===== src/rtl/mem_access_unit.sv =====
// Load/store initiator between the MEM stage and a word-wide data memory.
// Sub-word stores are done as read-modify-write; bad addresses raise adel/ades without a memory cycle.
module mem_access_unit (
    input  logic        clk,
    input  logic        reset,
    input  logic        req,
    input  logic [2:0]  op,
    input  logic [31:0] addr,
    input  logic [31:0] wdata,
    input  logic [31:0] pc,
    output logic        ready,
    output logic        done,
    output logic [31:0] rdata,
    output logic        adel,
    output logic        ades,
    output logic        mem_re,
    output logic        mem_we,
    output logic [31:0] mem_addr,
    output logic [31:0] mem_wd,
    output logic [31:0] mem_pc,
    input  logic [31:0] mem_rd
);
    typedef enum logic [1:0] {IDLE, READ, WRITE, RESP} state_t;
    typedef enum logic [2:0] {
        OP_LW = 3'b000, OP_LB = 3'b001, OP_LBU = 3'b010, OP_LH = 3'b011,
        OP_LHU = 3'b100, OP_SW = 3'b101, OP_SB = 3'b110, OP_SH = 3'b111
    } op_t;

    state_t      state, next_state;
    op_t         op_in, op_q;
    logic [31:0] addr_q, wdata_q, pc_q, merge_q, rdata_q;
    logic        adel_q, ades_q;
    logic        in_store, misaligned, exc, q_store;
    logic [1:0]  lane;
    logic [7:0]  byte_v;
    logic [15:0] half_v;
    logic [31:0] load_val, store_word;

    assign op_in = op_t'(op);

    // Address check on the incoming request, evaluated at the acceptance edge
    always_comb begin
        in_store   = op_in inside {OP_SW, OP_SB, OP_SH};
        misaligned = 1'b0;
        case (op_in)
            OP_LW, OP_SW:         misaligned = (addr[1:0] != 2'b00);
            OP_LH, OP_LHU, OP_SH: misaligned = addr[0];
            default:              misaligned = 1'b0;
        endcase
        exc = (addr[31:12] != '0) || misaligned;
    end

    always_comb begin
        next_state = state;
        unique case (state)
            IDLE: begin
                if (req) begin
                    if (exc)                next_state = RESP;
                    else if (op_in == OP_SW) next_state = WRITE;
                    else                    next_state = READ;
                end
            end
            READ:    next_state = (op_q == OP_SB || op_q == OP_SH) ? WRITE : RESP;
            WRITE:   next_state = RESP;
            RESP:    next_state = IDLE;
            default: next_state = IDLE;
        endcase
    end

    always_ff @(posedge clk) begin
        if (reset) state <= IDLE;
        else       state <= next_state;
    end

    // Lane extraction and merge, both driven by the latched request
    always_comb begin
        lane     = addr_q[1:0];
        q_store  = op_q inside {OP_SW, OP_SB, OP_SH};
        byte_v   = mem_rd[{lane, 3'b000} +: 8];
        half_v   = mem_rd[{addr_q[1], 4'b0000} +: 16];
        load_val = mem_rd;
        case (op_q)
            OP_LB:   load_val = {{24{byte_v[7]}}, byte_v};
            OP_LBU:  load_val = {24'd0, byte_v};
            OP_LH:   load_val = {{16{half_v[15]}}, half_v};
            OP_LHU:  load_val = {16'd0, half_v};
            default: load_val = mem_rd;
        endcase
        store_word = merge_q;
        case (op_q)
            OP_SB:   store_word[{lane, 3'b000} +: 8]      = wdata_q[7:0];
            OP_SH:   store_word[{addr_q[1], 4'b0000} +: 16] = wdata_q[15:0];
            default: store_word = wdata_q;
        endcase
    end

    always_ff @(posedge clk) begin
        if (reset) begin
            op_q    <= OP_LW;
            addr_q  <= '0;
            wdata_q <= '0;
            pc_q    <= '0;
            merge_q <= '0;
            rdata_q <= '0;
            adel_q  <= 1'b0;
            ades_q  <= 1'b0;
        end else begin
            if (state == IDLE && req) begin
                op_q    <= op_in;
                addr_q  <= addr;
                wdata_q <= wdata;
                pc_q    <= pc;
                rdata_q <= '0;
                adel_q  <= exc && !in_store;
                ades_q  <= exc && in_store;
            end
            if (state == READ) begin
                merge_q <= mem_rd;
                rdata_q <= q_store ? '0 : load_val;
            end
        end
    end

    assign ready    = (state == IDLE);
    assign done     = (state == RESP);
    assign rdata    = done ? rdata_q : '0;
    assign adel     = done && adel_q;
    assign ades     = done && ades_q;
    assign mem_re   = (state == READ);
    assign mem_we   = (state == WRITE) && !reset;
    assign mem_addr = (state == READ || state == WRITE) ? {addr_q[31:2], 2'b00} : '0;
    assign mem_wd   = (state == WRITE) ? store_word : '0;
    assign mem_pc   = pc_q;
endmodule

===== config.mk =====
export PLATFORM = sky130hd
export DESIGN_NAME = mem_access_unit
export DESIGN_NICKNAME = d
export VERILOG_FILES = /design/src/rtl/mem_access_unit.sv
export SDC_FILE = /design/constraint.sdc
export NUM_CORES = 1
export LEC_CHECK = 0
export CAP_MARGIN = 5
export CORE_MARGIN = 3
export CORE_UTILIZATION = 30
export CTS_CLUSTER_SIZE = 25
export DETAILED_ROUTE_END_ITERATION = 6
export GPL_TIMING_DRIVEN = 0
export PLACE_DENSITY = 0.64
export SYNTH_ARGS = -nofsm -noshare
export SYNTH_HDL_FRONTEND = slang
export SYNTH_SLANG_ARGS = --single-unit

===== constraint.sdc =====
create_clock -name clk -period 2.4 [get_ports clk]
set_input_delay 0.24 -clock clk [delete_from_list [all_inputs] [get_ports clk]]
set_output_delay 0.24 -clock clk [all_outputs]
set_load 0.05 [all_outputs]

==> results.cfg, run 1 <==
[setup_path]
worst_ep_required_time_ps = 2160
critPathLaunch = addr_q[1]$_SDFFE_PP0P_
rrSetupSlack_ps = 190
crit_path_end_kind = output port
r2r-start = state[1]$_SDFFE_PP0P_
path_cells = buf_6 -> buf_12 -> clkinv_8 -> ha_4 -> nand4b_1 -> buf_4 -> nor4b_4 -> buf_6 -> nand2_4 -> a31oi_4 -> buf_6
r2r_cells = 8
cpMaxStageDelayCell = dfxtp_2
endpoint = mem_wd[17]
cp-start-kind = register
critical_path.max_fanout = 8
crit_type = register to output port
path_common_cell = buf_6
slowest_delay_ps = 350
crit_arrival_ps = 2610
r2r-end = rdata_q[24]$_SDFFE_PP0P_

[final_layout]
ff_latch_area_sq_um = 3350
layout.nets = 1515
drive_gt1_frac = 0.207
multi_input_area_sq_um = 5130
layout_common_cells = nand2_1, clkdlybuf4s50_1, dfxtp_1
design_area_sq_um = 12900
diodes = 0
syn_to_final_growth_pct = 53.5
layout_commonest_cell = nand2_1
num-fill-cells = 2631

[timing]
finalSetupViolCount = 32
worst_pin_slew_ps = 788
maxSlewHeadroom = 0.475
fin_crit_sh = 1.19
max_freq_ghz = 0.351
fin_setup_tns_ps = -10220
rsz0062_at_grt = yes
drv_slew = 0
setup_ws_ps = -446
hold_violations = 0
timing.final.crit_period_ps = 2850
final.setup_skew_ps = 15.7

[synth]
synth_enable_flop_cells = 0
synthTopCellsByArea = dfxtp_1, nand2_1, a21oi_1
synth_top_area_cell = dfxtp_1
yosysTopAreaCellShare = 0.396
yosysSeqAreaShare = 0.396
ys_ff_latch = 167
postSynthCellCount = 1072
syn_area_sq_um = 8430
yosys_warnings = 0
yosys_most_used_dff = dfxtp_1
synth_cell_types = 56
avgSynthCellArea_sq_um = 7.87
ys_async_sr_fraction = 0

[clocking]
clk_latency_ps = 440
cts_buffer_depth = 2
clock_sinks = 167
cts_root_buf = clkbuf_16
numCtsBuffers = 17
path_clk_slew_ps = 80
htree_levels = 4
cts_tree = done

[route]
antenna_left = 0
routedWlPerCell_microns = 18.7
first_pass_iters = 6
drt_wl_total_microns = 32900
vias_per_cell = 5.06
dr.first_iter.drc_count = 788
vias = 8888
drc_errors = 0

[die]
start_util = 0.309
dieWidth_microns = 174
dieArea_sq_um = 30200
io_pins = 268
rows = 60
die_h_microns = 174
core_sq_um = 27300

[outcome]
outcome = complete, but fails checks
violations = setup timing

[placement]
portBuffers = 265
dp_hpwl_microns = 25100
placed_area_sq_um = 11900
gp_congestion = 0.905

[pwr]
p_per_area_nw_per_um2 = 967
max-vdd-ir-drop_mv = 0.514
cellLeakagePower_nw = 4.80

[global_routing]
grt_max_degree = 19
grt_pass1_vias = 8659
antenna_found_initial = 1
grt_pass1_wl_microns = 50700
gr-total-overflow = 0
track_usage = 0.214

[worst_hold_path]
min_from = addr[7]
worstHoldPathType = input port to register

[job]
max_cap_viol_count = 0
==> synth_stat cells (all sizes together) (9+ instances only) <==
master / n
nand3: 15
mux2i: 56
dfxtp: 167
clkbuf: 52
a31oi: 9
nor2b: 20
a211o: 11
o31ai: 9
nor3: 10
and2: 66
nor3b: 9
a21oi: 132
mux2: 9
o21ai: 31
nor2: 60
ha: 9
buf: 38
nand2: 251
a211oi: 18
inv: 9
==> kinds of logic after synthesis <==
kind of cell / count (synthesis) / share of synthesized area
simple gates: 453 / 0.246
fa+ha+maj: 9 / 0.0134
buf+inv: 101 / 0.0516
other cells: 1 / 0.000445
xor+xnor: 1 / 0.00104
flops: 167 / 0.396
mux: 66 / 0.0812
compound gates: 274 / 0.210
==> sequential cells by signal (all words and copies together) (netlist names) <==
| name | flops |
|---|---|
| op_q | 3 |
| addr_q | 32 |
| rdata_q | 32 |
| wdata_q | 32 |
| mem_pc | 32 |
| state | 2 |
| ades_q | 1 |
| merge_q | 32 |
| adel_q | 1 |
==> report_power, final <==
part	leakage (nW)	switching, W	internal (W)
clock network	0.294	0.00137	0.00150
registers	1.37	0.000459	0.00340
logic	3.14	0.00365	0.00213
==> critical path, delay by kind of cell (launching register included) <==
kind | cells | cell delay, ps
AOI/OAI and AO/OA | 1 | 200
adders and majority gates | 1 | 260
buffers and inverters | 6 | 860
DFF | 1 | 350
and+or+nand+nor | 3 | 490
==> worst min-delay path by stage <==
stage / end / slack, ps / cells past startpoint
finish: addr_q[7]$_SDFFE_PP0P_ / 340 / 3
global route: addr_q[7]$_SDFFE_PP0P_ / 330 / 3
CTS: addr_q[7]$_SDFFE_PP0P_ / 330 / 3
detailed placement: rdata_q[27]$_SDFFE_PP0P_ / 440 / 2
global placement: rdata_q[17]$_SDFFE_PP0P_ / 430 / 2
floorplan: addr_q[10]$_SDFFE_PP0P_ / 380 / 2
==> layer usage <==
layer / track usage / wire length [microns]
met5: 0 / 0
met4: 0.0590 / 667
met3: 0.0624 / 3080
met2: 0.347 / 15400
met1: 0.278 / 13800
==> layout make-up <==
type,count,share of cell area
buffer,88,0.0347
multi-input combinational,805,0.396
clock inverter,15,0.0138
tap,372,0.0360
sequential,167,0.259
inverter,11,0.00474
clock buffer,17,0.0329
timing repair buffer,282,0.223
==> per-stage QoR <==
stage | hold WS [ps] | worst slack [ps] | instances | utilization | power, W
2_1_floorplan | 376 | 9.97 | 1073 | - | 0.00763
3_3_place_gp | 427 | -1080 | 1710 | 0.436 | 0.00946
3_5_place_dp | 440 | -1120 | 1710 | 0.436 | 0.00950
4_1_cts | 328 | -420 | 1753 | 0.474 | 0.0125
5_1_grt | 328 | -542 | 1757 | 0.475 | 0.0132
6_report | 339 | -446 | 1757 | 0.475 | 0.0125
==> timing repair <==
action,4_1_cts,5_1_grt
setup endpoints to repair,118,69
buffers inserted,20,4
pin swaps,35,16
gates resized for setup,463,32
hold buffers,0,0
No activity file was read; power rests on OpenSTA's default activity.
==> run 2, diff against run 1 <==
- clock period: 2.4 -> 2.5 ns (I/O delays scaled with it)
==> run 2 against run 1 <==
The flow still finishes with violations (setup timing). Clock skew is 4.6 ps lower. Design area is 1.0% lower. Highest routed layer unchanged. Total power fell by 5.5%.
==> results.cfg, run 2 (synthesis gave the netlist of run 1 again) <==
[outcome]
outcome = complete, but fails checks
violations = setup timing

[route]
dr.first_iter.drc_count = 651
drc_errors = 0
vias = 8852
first_pass_iters = 6
drt_wl_total_microns = 32700
antenna_left = 0
vias_per_cell = 5.05
routedWlPerCell_microns = 18.7

[clocking]
clk_latency_ps = 430
path_clk_slew_ps = 70
cts_tree = done
cts_hold_buf = 0
cts_buffer_depth = 2
clock_sinks = 167
htree_levels = 4
cts_root_buf = clkbuf_16
numCtsBuffers = 17

[setup_path]
worst_ep_required_time_ps = 2250
cp_top_family = buffers and inverters
cp-start-kind = register
crit_type = register to output port
crit_path_end_kind = output port
path_common_cell = buf_6
path_cells = buf_6 -> clkbuf_16 -> inv_6 -> ha_2 -> nand4b_1 -> buf_4 -> nor3_4 -> buf_12 -> a222oi_1 -> nor2b_4 -> buf_6
cpMaxStageDelayCell = a222oi_1
slowest_delay_ps = 630
critical_path.max_fanout = 8
crit_arrival_ps = 2600
critPathBufInv = 6

[die]
start_util = 0.309
dieWidth_microns = 174
dieArea_sq_um = 30200
rows = 60
io_pins = 268
die_h_microns = 174
core_sq_um = 27300

[timing]
finalSetupViolCount = 24
maxSlewHeadroom = 0.553
worst_pin_slew_ps = 671
drv_slew = 0
holdWs_ps = 360
hold_violations = 0
fin_crit_sh = 1.14
timing.final.crit_period_ps = 2850
rsz0062_at_grt = yes
final.setup_skew_ps = 11.1
setup_ws_ps = -354
max_freq_ghz = 0.350

[pwr]
swShare = 0.435
power_switching_w = 0.00515
internal_power_w = 0.00667
p_comb_frac = 0.466
seq_power_share = 0.313
p_per_area_nw_per_um2 = 923
clkPwrFrac = 0.221
cellLeakagePower_nw = 4.71
max-vdd-ir-drop_mv = 0.413
power_w = 0.0118

[global_routing]
grt_pass1_vias = 8386
antenna_found_initial = 0
gr-total-overflow = 0
track_usage = 0.210
grt_pass1_wl_microns = 49800
grt_max_degree = 17

[final_layout]
diodes = 0
syn_to_final_growth_pct = 51.9
finalNonFillerCells = 1753
layout_commonest_cell = nand2_1
design_area_sq_um = 12800
layout_common_cells = nand2_1, clkdlybuf4s50_1, dfxtp_1
layout.nets = 1512
drive_gt1_frac = 0.181

[placement]
portBuffers = 265
placed_area_sq_um = 11800
dp_cells = 1710
place_ws_ps = -1160
gp_congestion = 0.910
dp_hpwl_microns = 24900

[job]
max_cap_viol_count = 0

[worst_hold_path]
worstHoldPathType = input port to register
run 2: through the flow:
| step | util | TNS [ps] |
|---|---|---|
| floorplan | - | 0 |
| global placement | 0.434 | -29710 |
| CTS | 0.467 | -5400 |
| detailed placement | 0.434 | -30720 |
| global route | 0.470 | -8740 |
| finish | 0.470 | -6140 |
run 2: cell type report:
class | instances | area, sq um
inverters | 11 | 58.8
multi-input cells | 805 | 5080
repair buffers | 279 | 2850
fillers | 2677 | 14400
clock inverters | 14 | 139
plain buffers | 88 | 448
well taps | 372 | 465
flip-flops and latches | 167 | 3350
clock buffers | 17 | 425
run 2: what timing repair did:
action | CTS | global route
endpoints found under the setup margin | 97 | 113
resized for setup | 409 | 50
buffers inserted | 16 | 2
pin swaps | 38 | 17
cloned | 0 | 0
run 2: final timing paths:
kind	cells past startpoint	end	slack [ps]	startpoint
worst max-delay path	11	mem_wd[13]	-350	addr_q[0]$_SDFFE_PP0P_
worst min-delay path	3	mem_pc[29]$_SDFFE_PP0P_	360	pc[29]
worst max register to register	7	addr_q[1]$_SDFFE_PP0P_	250	state[1]$_SDFFE_PP0P_
worst min register to register	2	rdata_q[23]$_SDFFE_PP0P_	450	rdata_q[23]$_SDFFE_PP0P_
run 2: power groups by stage:
stage | logic [W] | registers [W] | clock network [W]
final | 0.00551 | 0.00370 | 0.00262
after detailed placement | 0.00538 | 0.00372 | 0
after global placement | 0.00534 | 0.00371 | 0
after CTS | 0.00548 | 0.00368 | 0.00266
after global routing | 0.00596 | 0.00377 | 0.00276
after floorplan | 0.00339 | 0.00391 | 0
run 2: worst register-to-register path, cell delays in order, from the launching register on:
cell      delay [ps]
dfxtp_1          390
inv_1             90
ha_1             260
nand2_1          240
clkbuf_1         460
clkbuf_1         460
nand2_1          100
a21oi_1          170
run 2: metal layers:
| metal | part of all wire | track usage | vias up |
|---|---|---|---|
| met4 | 0.018 | 0.0543 | 0 |
| met3 | 0.086 | 0.0567 | 47 |
| met2 | 0.46 | 0.339 | 380 |
| met1 | 0.43 | 0.277 | 4146 |
| li1 | - | - | 4279 |
| met5 | 0 | 0 | - |
==> run 3, diff against run 2 <==
- PLACE_DENSITY: 0.64 -> 0.66
==> run 3 against run 2 <==
The flow still finishes with violations (setup timing). Critical path depth down 1. First-iteration DRC count down 10%. Register-to-register slack better by 50 ps. Sequential power about the same. Final cell count unchanged.
==> results.cfg, run 3 (synthesis gave the netlist of run 1 again) <==
[outcome]
outcome = complete, but fails checks
violations = setup timing

[pwr]
max-vdd-ir-drop_mv = 0.416
p_per_area_nw_per_um2 = 935
cellLeakagePower_nw = 4.72

[timing]
rsz0062_at_grt = yes
hold_violations = 0
fin_crit_sh = 1.17
fin_setup_tns_ps = -9540
setup_ws_ps = -429
drv_slew = 0
finalSetupViolCount = 31
timing.final.crit_period_ps = 2930
worst_pin_slew_ps = 718
maxSlewHeadroom = 0.521
max_freq_ghz = 0.341
holdWs_ps = 354
final.setup_skew_ps = 15.7

[placement]
dp_hpwl_microns = 25100
dp_cells = 1710
portBuffers = 265
gp_congestion = 0.926
placed_area_sq_um = 11800

[clocking]
cts_root_buf = clkbuf_16
numCtsBuffers = 17
htree_levels = 4
clock_sinks = 167
cts_hold_buf = 0
cts_tree = done
path_clk_slew_ps = 80
cts_buffer_depth = 2
clk_latency_ps = 440

[setup_path]
critPathLaunch = addr_q[0]$_SDFFE_PP0P_
r2r-start = state[0]$_SDFFE_PP0P_
cp-start-kind = register
r2r-end = op_q[2]$_SDFFE_PP0P_
rrSetupSlack_ps = 300
crit_path_end_kind = output port
r2r_cells = 7
crit_arrival_ps = 2680
critical_path.max_fanout = 8
crit_type = register to output port
worst_ep_required_time_ps = 2250

[route]
first_pass_iters = 6
drc_errors = 0
vias_per_cell = 5.09
drt_wl_total_microns = 33000
vias = 8928
routedWlPerCell_microns = 18.8
antenna_left = 0
dr.first_iter.drc_count = 585

[job]
max_cap_viol_count = 0

[final_layout]
finalNonFillerCells = 1753
drive_gt1_frac = 0.192
layout_commonest_cell = nand2_1
layout.nets = 1511
design_area_sq_um = 12900
diodes = 0
layout_common_cells = nand2_1, clkdlybuf4s50_1, dfxtp_1
syn_to_final_growth_pct = 52.6

[global_routing]
gr-total-overflow = 0
track_usage = 0.213
grt_max_degree = 20
antenna_found_initial = 1
grt_pass1_vias = 8750
grt_pass1_wl_microns = 50700

[die]
dieWidth_microns = 174
io_pins = 268
dieArea_sq_um = 30200
die_h_microns = 174
start_util = 0.309
rows = 60
core_sq_um = 27300

[worst_hold_path]
whs_endpoint = wdata_q[8]$_SDFFE_PP0P_
worstHoldPathType = input port to register
hold_path_depth = 3
min_from = wdata[8]
## run 3: cell type report
cell class | count | area (sq um)
Fill cell | 2712 | 14400
Multi-Input combinational cell | 805 | 5090
Sequential cell | 167 | 3350
Timing Repair Buffer | 277 | 2830
Tap cell | 372 | 465
Buffer | 89 | 448
Clock buffer | 17 | 425
Clock inverter | 15 | 200
Inverter | 11 | 57.6
## run 3: worst max-delay path by stage
stage / to / slack, ps
after CTS: mem_wd[17] / -410
final: mem_wd[19] / -430
after global placement: mem_wd[13] / -1090
after global routing: mem_wd[13] / -520
after floorplan: mem_wd[25] / 10
after detailed placement: mem_wd[13] / -1160
## run 3: report_power, final
part / internal, W / switching [W] / total (W) / leakage [nW]
Sequential: 0.00327 / 0.000435 / 0.00370 / 1.37
Combinational: 0.00202 / 0.00351 / 0.00553 / 3.05
Clock: 0.00146 / 0.00133 / 0.00279 / 0.306
Total: 0.00675 / 0.00528 / 0.0120 / 4.72
## run 3: layer usage
metal | GRT usage | share of wire | wire, microns
met1 | 0.278 | 0.43 | 14300
met2 | 0.344 | 0.46 | 15300
met3 | 0.0561 | 0.080 | 2650
met4 | 0.0664 | 0.024 | 787
met5 | 0 | 0.00021 | 7
## run 3: metrics by stage
step           total power [W]   util  worst slack (ps)
2_1_floorplan          0.00730      -              14.6
4_1_cts                 0.0120  0.471              -410
3_5_place_dp           0.00910  0.434             -1160
5_1_grt                 0.0127  0.472              -522
3_3_place_gp           0.00904  0.434             -1090
6_report                0.0120  0.472              -429
## run 3: timing repair
item,in CTS,in global routing
endpoints found under the setup margin,97,119
pin swaps,30,14
buffers inserted,14,0
gates resized for setup,421,54
## run 3: worst max-delay path: stages, from the launching register on
cell and delay, ps:
dfxtp_2 340, buf_6 100, clkbuf_16 120, clkinvlp_4 120
ha_4 300, nand4b_1 220, nor4b_4 350, buf_6 210
nand2_2 80, a31oi_4 210, buf_6 180
